## config.mk

```make
export PLATFORM = sky130hd
export DESIGN_NAME = ep2_port_demux
export DESIGN_NICKNAME = d
export VERILOG_FILES = /design/src/rtl/ep2_port_demux.sv
export SDC_FILE = /design/constraint.sdc
export NUM_CORES = 1
export LEC_CHECK = 0
export CORE_ASPECT_RATIO = 1.75
export CORE_MARGIN = 1.5
export CORE_UTILIZATION = 54
export DETAILED_ROUTE_END_ITERATION = 10
export PLACE_DENSITY = 0.89
export SLEW_MARGIN = 20
export SYNTH_ARGS = -nofsm -noshare
export SYNTH_HDL_FRONTEND = slang
export SYNTH_SLANG_ARGS = --single-unit
```

## constraint.sdc

```tcl
create_clock -name ep2_port_clk -period 12.58 [get_ports ep2_port_clk]
set_clock_uncertainty 0.1 [all_clocks]
set_input_delay 3.145 -clock ep2_port_clk [delete_from_list [all_inputs] [get_ports ep2_port_clk]]
set_output_delay 3.145 -clock ep2_port_clk [all_outputs]
set_load 0.05 [all_outputs]
```

## src/rtl/ep2_port_demux.sv

```systemverilog
// EP2 framed-stream demux: parses port header + 16-bit length, steers payload to per-port FIFO strobes.
// Optional macro EP2_PORT_DEMUX_STATS_EN adds per-port 32-bit write byte counters (port_byte_counts).
`timescale 1ns/1ps
module ep2_port_demux #(
  parameter int unsigned NUM_PORTS   = 4,
  parameter int unsigned FIFO_ADDR_W = 11,
  parameter int unsigned MAX_LEN     = 32'h0000_FFFF
) (
  input  logic                             ep2_port_clk,
  input  logic                             reset,
  input  logic [7:0]                       in_data,
  input  logic                             in_valid,
  output logic                             in_ready,
  input  logic [NUM_PORTS*FIFO_ADDR_W-1:0] fifo_addr_ins,
  input  logic [NUM_PORTS*FIFO_ADDR_W-1:0] fifo_addr_outs,
  output logic [7:0]                       ep2_port_data,
  output logic [NUM_PORTS-1:0]             ep2_port_write,
  output logic                             busy,
  output logic                             err_frame,
  output logic [15:0]                      drop_count
`ifdef EP2_PORT_DEMUX_STATS_EN
  ,
  output logic [NUM_PORTS*32-1:0]          port_byte_counts
`endif
);
  localparam int unsigned PORT_W = $clog2(NUM_PORTS);

  typedef enum logic [1:0] {ST_HDR, ST_LEN_HI, ST_LEN_LO, ST_PAYLOAD} state_t;

  state_t                 state_q;
  logic [PORT_W-1:0]      port_q;
  logic [7:0]             len_hi_q;
  logic [15:0]            remaining_q;
  logic                   drop_q;
  logic [7:0]             data_q;
  logic [NUM_PORTS-1:0]   write_q;
  logic                   err_q;
  logic [15:0]            drop_cnt_q;

  logic [FIFO_ADDR_W-1:0] free_w [NUM_PORTS];
  logic [15:0]            len_d;
  logic                   hdr_bad;
  logic                   len_bad;
  logic                   accept;

  // free = depth - 1 - used, which in FIFO_ADDR_W-bit arithmetic is simply ~used
  always_comb begin
    for (int p = 0; p < NUM_PORTS; p++) begin
      free_w[p] = ~(fifo_addr_ins[p*FIFO_ADDR_W +: FIFO_ADDR_W]
                    - fifo_addr_outs[p*FIFO_ADDR_W +: FIFO_ADDR_W]);
    end
  end

  always_comb begin
    in_ready = 1'b1;
    if (state_q == ST_PAYLOAD && !drop_q) begin
      in_ready = (free_w[port_q] >= FIFO_ADDR_W'(2));
    end
  end

  assign accept  = in_valid && in_ready;
  assign hdr_bad = |in_data[7:PORT_W];
  assign len_d   = {len_hi_q, in_data};
  assign len_bad = 32'(len_d) > MAX_LEN;

  always_ff @(posedge ep2_port_clk) begin
    if (reset) begin
      state_q     <= ST_HDR;
      port_q      <= '0;
      len_hi_q    <= '0;
      remaining_q <= '0;
      drop_q      <= 1'b0;
      data_q      <= '0;
      write_q     <= '0;
      err_q       <= 1'b0;
      drop_cnt_q  <= '0;
    end else begin
      write_q <= '0;
      err_q   <= 1'b0;
      if (accept) begin
        case (state_q)
          ST_HDR: begin
            port_q  <= in_data[PORT_W-1:0];
            drop_q  <= hdr_bad;
            err_q   <= hdr_bad;
            state_q <= ST_LEN_HI;
          end
          ST_LEN_HI: begin
            len_hi_q <= in_data;
            state_q  <= ST_LEN_LO;
          end
          ST_LEN_LO: begin
            remaining_q <= len_d;
            if (len_d == 16'd0) begin
              state_q <= ST_HDR;
              drop_q  <= 1'b0;
            end else begin
              state_q <= ST_PAYLOAD;
              if (len_bad) begin
                err_q  <= 1'b1;
                drop_q <= 1'b1;
              end
            end
          end
          ST_PAYLOAD: begin
            remaining_q <= remaining_q - 16'd1;
            if (drop_q) begin
              if (drop_cnt_q != 16'hFFFF) drop_cnt_q <= drop_cnt_q + 16'd1;
            end else begin
              data_q  <= in_data;
              write_q <= NUM_PORTS'(1) << port_q;
            end
            if (remaining_q == 16'd1) begin
              state_q <= ST_HDR;
              drop_q  <= 1'b0;
            end
          end
          default: state_q <= ST_HDR;
        endcase
      end
    end
  end

  assign ep2_port_data  = data_q;
  assign ep2_port_write = write_q;
  assign busy           = (state_q != ST_HDR);
  assign err_frame      = err_q;
  assign drop_count     = drop_cnt_q;

`ifdef EP2_PORT_DEMUX_STATS_EN
  logic [31:0] byte_cnt_q [NUM_PORTS];

  always_ff @(posedge ep2_port_clk) begin
    for (int p = 0; p < NUM_PORTS; p++) begin
      if (reset)           byte_cnt_q[p] <= '0;
      else if (write_q[p]) byte_cnt_q[p] <= byte_cnt_q[p] + 32'd1;
    end
  end

  always_comb begin
    for (int p = 0; p < NUM_PORTS; p++) begin
      port_byte_counts[p*32 +: 32] = byte_cnt_q[p];
    end
  end
`endif

endmodule

```

# [Word-level counts from Yosys, hierarchy flattened]
# Cells that the tools add are included.
[word_totals] regBits=58 input_bits=99 elab_cells=63
[op_classes] add_sub_neg=6 magnitude_cmp=2 n_eq_ne=7 n_shift=1 mux=11 n_bitwise=9 n_reduce_logical=18
[op_table] op="inverter 11 bit" count=4
[op_table] op="subtractor 11 bit" count=4
[op_table] op="one-hot mux 16 bit (2 select lines)" count=1
[op_table] op="binary-select mux 11 bit (select 2 bit)" count=1
[op_table] op="two-way mux 11 bit" count=2
[op_table] op="adder 16 x 1 -> 16 bit (second input constant)" count=1
[op_table] op="equality test 16 x 1 -> 1 bit (second input constant)" count=1
[op_table] op="logical NOT 16 bit" count=1
[op_table] op="inequality test 16 bit (second input constant)" count=1
[op_table] op="subtractor 16 x 1 -> 16 bit (second input constant)" count=1
[op_table] op="greater-or-equal comparator 11 x 2 -> 1 bit (second input constant)" count=1
[op_table] op="one-hot mux 2 bit (4 select lines)" count=1
[op_table] op="AND reduction 2 bit" count=4
[op_table] op="AND reduction 4 bit" count=2
[op_table] op="OR reduction 6 bit" count=1
[op_table] op="equality test 2 bit (second input constant)" count=2
[op_table] op="two-way mux 2 bit" count=2
[op_table] op="inverter 1 bit" count=4
[op_table] op="nonzero test 2 bit" count=2
[op_table] op="OR reduction 4 bit" count=1
[op_table] op="<< shifter 1 x 2 -> 4 bit (first input constant)" count=1
[op_table] op="greater-or-equal comparator 3 bit (second input constant)" count=1
[op_table] op="two-way mux 1 bit" count=3
[op_table] op="inverter 2 -> 3 bit" count=1
[op_table] op="10 further kinds" count=11

# [Longest topological paths before layout]
# Gate-level depths: netlist of run 1.
[depth] word_depth=10 depth_mapped=13 mapped_depth_nobuf=12

# [Worst setup path after synthesis of run 1]
# OpenSTA, ideal clock, no wires.
[synth_timing] kind="input port to output port" start="input fifo_addr_ins[11]" end="output in_ready" arrival_ps=5640 required_ps=9335 path_slack_ps=3695 cell_stages=12 path_buffers=0 cell_sequence="inv_1 > ha_1 > fa_1 > and2b_1 > o21ai_2 > o21ai_2 > a211oi_1 > xor2_1 > o41a_1 > a211o_2 > nor2_1 > inv_1"
[synth_between] elab_chain_cells=7
[synth_lines] item="start: declaration" line="14" rtl="input logic [NUM_PORTS*FIFO_ADDR_W-1:0] fifo_addr_ins,"
[synth_lines] item="subtractor 11 bit" line="50" rtl="- fifo_addr_outs[p*FIFO_ADDR_W +: FIFO_ADDR_W]);"
[synth_lines] item="inverter 11 bit" line="49" rtl="free_w[p] = ~(fifo_addr_ins[p*FIFO_ADDR_W +: FIFO_ADDR_W]"
[synth_lines] item="binary-select mux 11 bit (select 2 bit)" line="57" rtl="in_ready = (free_w[port_q] >= FIFO_ADDR_W'(2));"
[synth_lines] item="two-way mux 11 bit (implied by the code) (2 in a row)" line="57"
[synth_lines] item="greater-or-equal comparator 11 x 2 -> 1 bit" line="57"
[synth_lines] item="two-way mux 1 bit" line="56" rtl="if (state_q == ST_PAYLOAD && !drop_q) begin"
[synth_lines] item="end: declaration" line="13" rtl="output logic in_ready,"
# Every way passes these cells. The select of a mux whose other input is x is not followed.

# [Worst setup path after layout of run 1]
# Same ends and word-level chain as after synthesis.

==> metrics, run 1 <==
dpl hpwl=12,200 µm; Setup TNS=0 ns; clk sink count=58; Worst setup SP type=primary input; number of synthesized flops with an enable pin=0; H-tree lvl count=3; Initial DRT Pass Iterations=5; Hold Buf Count CTS=0; remaining global-route overflow=0; final non-filler cell total=919; Synth async-reset ratio=0; initial cell density of the core=0.556; maximum vdd ir drop=0.000120 V; arrival time at the worst endpoint=6.97 ns; clock-pin slew on the worst setup and hold paths=0.05 ns; met1 usage=0.305; Crit path required time=9.34 ns; # port buffers=129; Net count, final=940; HP Class=reg -> reg; synth warn=0; Syn Nets=829; met3 Resource Use GR=0.0465; Slowest cell on crit path=clkdlybuf4s50_1; FF-to-FF End=ep2_port_write[1]$_SDFF_PP0_; Final setup viols=0; synth unique cells=69; total leakage power=2.71 nW; hold depth=2; Cell Chain, Critical Path=clkdlybuf4s50_1 > inv_1 > ha_1 > fa_1 > and2b_1 > o21ai_2 > o21ai_2 > a211oi_1 > xor2_1 > o41a_1 > a211o_2 > nor2_1 > inv_1 > clkdlybuf4s50_1; CP Buf/Inv Count=4; vias in the first global route=5,569; top_reg_cell synth=dfxtp_1; status=finished clean; via/cell ratio=6.18; Post-CTS Setup Inserts=0; max_slew headroom=0.308; Total GRT Usage=0.312; element type at the critical path end=output port; crit path max fanout=8; Power, Total=0.673 mW; drt total wl=16,000 µm; antenna cells=0; die area=0.00998 mm²; GRT Max-Usage Layer=met2; total number of vias=5,680; initial antenna violation count=0; row count=46; DRT antenna net count=0; first-pass GRT wire length=25,200 µm; Bufs on Longest Clock Path=2; Reg2Reg Launch Point=state_q[0]$_SDFFE_PP0P_; total of max-cap violations=0; Post-Syn Instances=683; Slew Viols, Final=0; synthesized area=0.00506 mm²; Die W=76.2 µm; global-route track usage on met2=0.616; DR iter-0 viols=436; synthesized area per cell=7.41 µm²; WL/cell=17.4 µm; worst setup margin=2.37 ns; f_max=0.0979 GHz; Final GP Congestion=0.939; dpl ws=2.42 ns; CTS Root Cell=clkbuf_16; Die Y=131 µm; cts bufs inserted=9; Hold Crit Start=ep2_port_data[1]$_SDFFE_PP0P_; Layout Utilization=0.740; Seq/Total Area, Yosys=0.230; Period Utilization, post-route=0.812; Area Growth Syn to Fin=33.0%; R2R depth=7; Hold Fails Final Rpt=0; #FFs+latches synth=58; reg2reg setup slack=8.59 ns; share of cells above drive strength 1=0.0463; core area=0.00909 mm²; placed insts=903; post-CTS resize count=0; worst skew pair latency=0.34 ns; Pwr Density=99.9 mW/mm²; num ports=130; critical path startpoint=fifo_addr_ins[11]; max incr delay on CP=0.71 ns; measured slew at the worst slew-check pin=1.03 ns; RSZ-0062 raised after global routing=false; largest net degree at the start of global routing=43; drt drc=0; CTS tree=done; Worst Hold Endpoint=ep2_port_data[1]$_SDFFE_PP0P_; minimum clock period=10.21 ns; cell family with most CP delay=buffers and inverters; CP Class=in -> out
stage by stage:
step / area [µm²] / hold slack [ns]
CTS: 6730 / 0.363
finish: 6730 / 0.361
floorplan: 5060 / 0.334
global route: 6730 / 0.384
global placement: 6380 / 0.347
detailed placement: 6380 / 0.358
worst min-delay path, delay by kind of cell (launching register included):
kind,cells,cell delay [ns]
multiplexers,1,0.05
AND/OR/NAND/NOR,1,0.05
flip-flops,1,0.31
sequential cells by signal (all words and copies together), names as in the netlist:
signal / count
drop_count: 16
drop_q: 1
ep2_port_data: 8
ep2_port_write: 4
err_frame: 1
len_hi_q: 8
port_q: 2
remaining_q: 16
state_q: 2
worst max path at each step:
stage	slack, ns	endpoint	cells after the start
2_1_floorplan	3.70	in_ready	12
3_3_place_gp	2.53	in_ready	14
3_5_place_dp	2.42	in_ready	14
4_1_cts	2.41	in_ready	14
5_1_grt	2.24	in_ready	14
6_report	2.37	in_ready	14
metal layers:
| layer | wire length [µm] | vias up |
|---|---|---|
| met5 | 0 | - |
| met4 | 734 | 0 |
| met3 | 935 | 66 |
| met2 | 8720 | 290 |
| met1 | 5630 | 2653 |
| li1 | - | 2671 |
where the power goes:
part           leakage, nW  switching, mW  internal (mW)  total [mW]
clock network        0.171         0.0956          0.195       0.291
registers            0.469        0.00715          0.188       0.195
logic                 2.07          0.101         0.0849       0.186
total                 2.71          0.204          0.468       0.673
kinds of logic after synthesis:
| logic type | count (synthesis) | synth area share |
|---|---|---|
| xor+xnor | 34 | 0.0589 |
| fa+ha+maj | 47 | 0.122 |
| compound gates | 189 | 0.256 |
| flops | 58 | 0.230 |
| mux | 13 | 0.0260 |
| simple gates | 250 | 0.236 |
| buf+inv | 92 | 0.0720 |
synth_stat cells, types with 15 or more instances:
master | count | area share
xor2_1 | 19 | 0.033
inv_1 | 62 | 0.046
clkbuf_1 | 21 | 0.016
ha_1 | 43 | 0.11
nand3_1 | 27 | 0.027
a21oi_1 | 62 | 0.061
nor2_1 | 60 | 0.045
o21ai_0 | 29 | 0.029
nand2_1 | 77 | 0.057
xnor2_1 | 15 | 0.026
nor3_1 | 20 | 0.020
dfxtp_1 | 58 | 0.23
layout make-up:
type / count / area (µm²)
Fill cell: 701 / 2360
Clock inverter: 7 / 125
Tap cell: 120 / 150
Timing Repair Buffer: 130 / 1300
Inverter: 62 / 233
Sequential cell: 58 / 1160
Multi-Input combinational cell: 533 / 3540
Clock buffer: 9 / 225
placed cells by master, fill, tap and decap left out, drive strengths merged, types with 5 or more instances in the layout:
cell type | Yosys | routed
nand3 | 27 | 27
xor2 | 19 | 19
o211ai | 10 | 10
ha | 43 | 43
nor2 | 60 | 60
nor4 | 9 | 9
a21oi | 63 | 63
xnor2 | 15 | 15
mux2i | 12 | 12
nor3 | 20 | 20
clkbuf | 22 | 9
inv | 62 | 64
nand2 | 77 | 77
o21ai | 33 | 33
a221oi | 5 | 5
nor2b | 5 | 5
o32ai | 9 | 9
o221ai | 5 | 5
or3 | 12 | 12
a32o | 6 | 6
clkdlybuf4s50 | 0 | 129
a211oi | 11 | 11
a21o | 7 | 7
a31oi | 7 | 7
and3 | 8 | 8
nand2b | 12 | 12
o31a | 5 | 5
dfxtp | 58 | 58
Note: power is estimated with default switching activity, not from simulation.
==> run 2: changes to the inputs <==
--- a/config.mk
+++ b/config.mk
@@ -7,9 +7,9 @@
 export LEC_CHECK = 0
 export CORE_ASPECT_RATIO = 1.75
 export CORE_MARGIN = 1.5
-export CORE_UTILIZATION = 54
+export CORE_UTILIZATION = 50
 export DETAILED_ROUTE_END_ITERATION = 10
-export PLACE_DENSITY = 0.89
+export PLACE_DENSITY = 0.83
 export SLEW_MARGIN = 20
 export SYNTH_ARGS = -nofsm -noshare
 export SYNTH_HDL_FRONTEND = slang
==> constraint.sdc (replaced) <==
create_clock -name ep2_port_clk -period 10.4 [get_ports ep2_port_clk]
set_clock_uncertainty 0.1 [all_clocks]
set_input_delay 2.6 -clock ep2_port_clk [delete_from_list [all_inputs] [get_ports ep2_port_clk]]
set_output_delay 2.6 -clock ep2_port_clk [all_outputs]
set_load 0.05 [all_outputs]
==> metrics, run 2 (synthesized netlist as in run 1, its figures left out) <==
RSZ-0062 raised after global routing=false; cts bufs inserted=9 (unchanged); initial cell density of the core=0.514 (-0.0427); CTS Root Cell=clkbuf_16; hold depth=2 (unchanged); Total GRT Usage=0.299 (-0.0134); f_max=0.110 GHz; register share of total power=0.302 (+0.012); Net Sw Frac=0.293 (-0.0104); minimum clock period=9.07 ns; clk sink count=58 (unchanged); arrival time at the worst endpoint=6.37 ns (-0.60 ns); drt total wl=16,000 µm (-0.21%); CTS tree=done; num ports=130 (unchanged); max_slew headroom=0.356 (+0.0473); dpl hpwl=12,500 µm (+2.6%); # port buffers=129 (unchanged); worst skew pair latency=0.33 ns (about the same); Reg2Reg Launch Point=state_q[0]$_SDFFE_PP0P_; post-CTS resize count=0 (unchanged); Final GP Congestion=0.980 (+4.4%); Final setup viols=0 (unchanged); Pwr Density=116 mW/mm² (+16%); Crit path required time=7.70 ns (-1.64 ns); Setup TNS=0 ns (unchanged); commonest non-fill, non-tap cell in the layout=clkdlybuf4s50_1; FF-to-FF End=ep2_port_write[0]$_SDFF_PP0_; Layout Utilization=0.682 (-0.0584); Hold Fails Final Rpt=0 (unchanged); DRT antenna net count=0 (unchanged); remaining global-route overflow=0 (unchanged); element type at the critical path end=output port; dpl ws=1.37 ns (-1.04 ns); Net count, final=941 (+0.11%); maximum vdd ir drop=0.000152 V (+27%); drt drc=0 (unchanged); Initial DRT Pass Iterations=6 (+1); Slew Viols, Final=0 (unchanged); Post-CTS Setup Inserts=0 (unchanged); vias in the first global route=5,414 (-2.8%); measured slew at the worst slew-check pin=0.964 ns (-0.0672 ns); Period Utilization, post-route=0.872; crit path max fanout=8 (unchanged); Clock Power Share=0.409 (-0.024); Worst Hold Endpoint=ep2_port_data[1]$_SDFFE_PP0P_; H-tree lvl count=3 (unchanged); core area=0.00985 mm² (+8.3%); via/cell ratio=5.95 (-3.7%); antenna cells=0 (unchanged); CP Class=in -> out; first-pass GRT wire length=25,400 µm (+0.74%); status=finished clean; clock-pin slew on the worst setup and hold paths=0.05 ns (about the same); reg2reg setup slack=6.50 ns (-2.09 ns); largest net degree at the start of global routing=43 (unchanged); HP Class=reg -> reg; most frequent cells in the layout=clkdlybuf4s50_1, nand2_1, inv_1, a21oi_1, nor2_1; worst setup margin=1.33 ns (-1.04 ns); Area Growth Syn to Fin=32.7%; Bufs on Longest Clock Path=2 (unchanged); Pint=0.552 mW (+18%); Hold Buf Count CTS=0 (unchanged); Die W=79.0 µm (+3.8%); share of cells above drive strength 1=0.0438 (-0.00250); total number of vias=5,498 (-3.2%); row count=48 (+4.3%); R2R depth=7 (unchanged); Worst setup SP type=primary input; Psw=0.229 mW (+12%); Power, Total=0.781 mW (+16%); total leakage power=2.70 nW (-0.34%); initial antenna violation count=0 (unchanged); DR iter-0 viols=287 (-34%); die area=0.0108 mm² (+7.7%); Die Y=136 µm (+3.8%); WL/cell=17.3 µm (-0.75%); total of max-cap violations=0 (unchanged); Hold Crit Start=ep2_port_data[1]$_SDFFE_PP0P_; share of power burned in combinational logic=0.289 (+0.012)
==> run 2: metrics by stage <==
stage / hold slack (ns) / cells / area [µm²]
2_1_floorplan: 0.334 / 683 / 5060
3_3_place_gp: 0.347 / 909 / 6390
3_5_place_dp: 0.350 / 909 / 6390
4_1_cts: 0.357 / 924 / 6710
5_1_grt: 0.388 / 924 / 6710
6_report: 0.355 / 924 / 6710
==> run 2: area by class of cell <==
| type | instances | area [µm²] |
|---|---|---|
| Multi-Input combinational cell | 533 | 3540 |
| Sequential cell | 58 | 1160 |
| Timing Repair Buffer | 131 | 1310 |
| Clock inverter | 2 | 60.1 |
| Clock buffer | 13 | 260 |
| Tap cell | 125 | 156 |
| Inverter | 62 | 233 |
| Fill cell | 855 | 3140 |
==> run 2: power by group through the flow <==
stage	Clock [mW]	Combinational (mW)	Sequential [mW]
finish	0.319	0.226	0.236
detailed placement	0	0.221	0.240
global route	0.331	0.246	0.237
floorplan	0	0.143	0.238
CTS	0.320	0.223	0.236
global placement	0	0.216	0.240
==> run 2: worst max-delay path, cell delays in order <==
cell             delay [ns]
clkdlybuf4s50_1        0.45
inv_1                  0.04
ha_1                   0.21
fa_1                   0.41
and2b_1                0.22
o21ai_2                0.08
o21ai_2                0.24
a211oi_1               0.12
xor2_1                 0.16
o41a_1                 0.41
a211o_2                0.42
nor2_1                 0.22
inv_1                  0.08
clkdlybuf4s50_1        0.70
==> run 2: how the worst max path moves through the flow <==
stage / startpoint / to / slack, ns / cells after the start
finish: fifo_addr_ins[11] / in_ready / 1.33 / 14
global placement: fifo_addr_ins[11] / in_ready / 1.43 / 14
detailed placement: fifo_addr_ins[11] / in_ready / 1.37 / 14
floorplan: fifo_addr_ins[11] / in_ready / 2.61 / 12
global route: fifo_addr_ins[11] / in_ready / 1.17 / 14
CTS: fifo_addr_ins[11] / in_ready / 1.34 / 14
==> run 2: per-layer routing <==
layer / up-vias / routed length [µm] / global-route usage
met2: 235 / 9140 / 0.604
li1: 2676 / - / -
met4: 0 / 440 / 0.114
met3: 37 / 869 / 0.0362
met5: - / 0 / 0
met1: 2550 / 5540 / 0.297
==> run 3: changes to the inputs <==
--- a/config.mk
+++ b/config.mk
@@ -5,11 +5,12 @@
 export SDC_FILE = /design/constraint.sdc
 export NUM_CORES = 1
 export LEC_CHECK = 0
+export ABC_AREA = 1
 export CORE_ASPECT_RATIO = 1.75
 export CORE_MARGIN = 1.5
-export CORE_UTILIZATION = 50
+export CORE_UTILIZATION = 52
 export DETAILED_ROUTE_END_ITERATION = 10
-export PLACE_DENSITY = 0.83
+export PLACE_DENSITY = 0.84
 export SLEW_MARGIN = 20
 export SYNTH_ARGS = -nofsm -noshare
 export SYNTH_HDL_FRONTEND = slang
==> metrics, run 3 <==
status=finished clean; Area Growth Syn to Fin=29.4%; share of cells above drive strength 1=0.0375 (-0.00630); minimum clock period=8.27 ns (-0.804 ns); Hold Fails Final Rpt=0 (unchanged); element type at the critical path end=output port; Final GP Congestion=0.919 (-6.3%); dpl cell area=0.00705 mm² (+10%); DRT antenna net count=0 (unchanged); CP Class=in -> out; clk sink count=58 (unchanged); maximum vdd ir drop=0.000136 V (-11%); RSZ-0062 raised after global routing=false; dpl hpwl=12,800 µm (+2.5%); total leakage power=3.72 nW (+38%); Syn Nets=1,138 (+37%); row count=50 (+4.2%); area of the multi-input gates=0.00363 mm² (+2.5%); # port buffers=129 (unchanged); synth warn=0 (unchanged); Post-CTS Setup Inserts=0 (unchanged); Slowest cell on crit path=clkdlybuf4s50_1; Crit path required time=7.70 ns (about the same); H-tree lvl count=3 (unchanged); initial antenna violation count=0 (unchanged); Cell Chain, Critical Path=clkdlybuf4s50_1 > inv_1 > ha_1 > fa_1 > inv_1 > nand3_1 > nand2_1 > nand2_1 > nand2_1 > nand2_1 > nand3b_1 > nand2_1 > nand2_1 > nand2_1 > nand2_1 > nand2_1 > nand3_4 > clkdlybuf4s50_1; Final setup viols=0 (unchanged); num ports=130 (unchanged); FF-to-FF End=drop_count[10]$_SDFFE_PP0P_; final non-filler cell total=1,250 (+35%); Hold Crit Start=remaining_q[1]$_SDFFE_PP0P_; drt drc=0 (unchanged); WL/cell=12.7 µm (-27%); CTS tree=done; Post-Syn Instances=992 (+45%); f_max=0.121 GHz (+9.7%); dpl ws=2.13 ns (+0.754 ns); worst skew pair latency=0.33 ns (about the same); top_reg_cell synth=dfxtp_1; post-synth top area cell=dfxtp_1; measured slew at the worst slew-check pin=1.06 ns (+0.0945 ns); Reg2Reg Launch Point=state_q[1]$_SDFFE_PP0P_; antenna cells=0 (unchanged); max incr delay on CP=0.82 ns (+0.12 ns); top post-synthesis cells by count=nand2_1, inv_1, nor2_1, nand3_1, dfxtp_1; worst setup margin=2.13 ns (+0.804 ns); CTS Root Cell=clkbuf_16; Setup TNS=0 ns (unchanged); via/cell ratio=5.18 (-13%); Layout Utilization=0.688 (+0.00630); number of synthesized flops with an enable pin=0 (unchanged); Filler cells=1,054 (+23%); synth top area cells=dfxtp_1, nand2_1, inv_1; DR iter-0 viols=279 (-2.8%); Die Y=141 µm (+3.9%); Synth async-reset ratio=0 (unchanged); Power, Total=0.808 mW (+3.4%); largest net degree at the start of global routing=36 (-16%); synth unique cells=41 (-41%); post-CTS resize count=0 (unchanged); final instance area=0.00736 mm² (+9.6%); Bufs on Longest Clock Path=2 (unchanged); most frequent cell after synthesis=nand2_1; first-pass GRT wire length=25,800 µm (+1.6%); synthesized area per cell=5.73 µm² (-23%); Seq/Total Area, Yosys=0.204 (-0.0254); Worst setup SP type=primary input; FF/Latch Area=0.00116 mm² (unchanged); most used cell, CP=nand2_1; Total GRT Usage=0.281 (-0.0179); total of max-cap violations=0 (unchanged); placed insts=1,234 (+36%); Worst Hold Endpoint=remaining_q[1]$_SDFFE_PP0P_; HP Class=reg -> reg; WHS=0.363 ns (+0.00754 ns); hold depth=2 (unchanged); core area=0.0107 mm² (+8.6%); total number of vias=6,480 (+18%); Initial DRT Pass Iterations=5 (-1); cts bufs inserted=9 (unchanged); Slew Viols, Final=0 (unchanged); arrival time at the worst endpoint=5.57 ns (-0.80 ns); R2R depth=7 (unchanged); most frequent cells in the layout=nand2_1, inv_1, clkdlybuf4s50_1, nor2_1, nand3_1; crit path max fanout=4 (-4); vias in the first global route=6,270 (+16%); remaining global-route overflow=0 (unchanged); Yosys top cell area share=0.204 (-0.0254); Pwr Density=110 mW/mm² (-5.7%); Hold Buf Count CTS=0 (unchanged); reg2reg setup slack=7.46 ns (+0.96 ns); Period Utilization, post-route=0.795 (-0.0773); drt total wl=15,800 µm (-1.1%); clock-pin slew on the worst setup and hold paths=0.05 ns (about the same); Net count, final=1,261 (+34%); die area=0.0116 mm² (+7.9%); Die W=82.1 µm (+3.8%); max_slew headroom=0.290 (-0.0658); commonest non-fill, non-tap cell in the layout=nand2_1; synthesized area=0.00569 mm² (+12%); #FFs+latches synth=58 (unchanged); initial cell density of the core=0.532 (+0.0181)
[run 3: cell count changes after synthesis, sizes merged, moves of 11 or more]
| cell | before | now |
|---|---|---|
| or3 | 12 | 0 |
| nand3 | 27 | 91 |
| nand2b | 12 | 0 |
| mux2i | 12 | 0 |
| clkbuf | 22 | 5 |
| xor2 | 19 | 7 |
| xnor2 | 15 | 3 |
| inv | 62 | 212 |
| a211oi | 11 | 0 |
| nand2 | 77 | 306 |
| nor2 | 60 | 93 |
| a21oi | 63 | 51 |
[run 3: layout make-up]
| type | instances | share of cell area |
|---|---|---|
| Clock inverter | 5 | 0.00833 |
| Sequential cell | 58 | 0.158 |
| Multi-Input combinational cell | 704 | 0.493 |
| Timing Repair Buffer | 129 | 0.175 |
| Clock buffer | 11 | 0.0343 |
| Inverter | 213 | 0.109 |
| Tap cell | 130 | 0.0221 |
[run 3: per-layer routing]
layer	share of wire	vias up	track usage
li1	-	3338	-
met1	0.35	2884	0.251
met2	0.57	193	0.567
met3	0.044	65	0.0334
met4	0.041	0	0.153
met5	0	-	0
[run 3: how the worst max path moves through the flow]
stage	from	cells after the start	slack (ns)	endpoint
after floorplan	fifo_addr_ins[33]	15	3.49	in_ready
after global placement	fifo_addr_ins[0]	18	2.17	in_ready
after detailed placement	fifo_addr_ins[0]	18	2.13	in_ready
after CTS	fifo_addr_ins[0]	18	2.12	in_ready
after global routing	fifo_addr_ins[0]	18	1.92	in_ready
final	fifo_addr_ins[0]	18	2.13	in_ready
[run 3: kinds of logic after synthesis]
group	after synthesis	synth area share
adders and majority gates	47	0.109
xor gates and xnor gates	10	0.0154
DFF	58	0.204
buffers and inverters	230	0.158
AOI/OAI and AO/OA	107	0.106
and+or+nand+nor	540	0.408
[run 3: worst max-delay path: cells and delay by family]
kind | cells | cell delay, ns
buffers and inverters | 4 | 1.40
adders and majority gates | 2 | 0.61
and+or+nand+nor | 12 | 0.95
[run 3: power breakdown]
group          total [mW]  switching, mW  internal (mW)
sequential          0.239        0.00897          0.230
clock               0.306          0.107          0.199
combinational       0.263          0.153          0.110
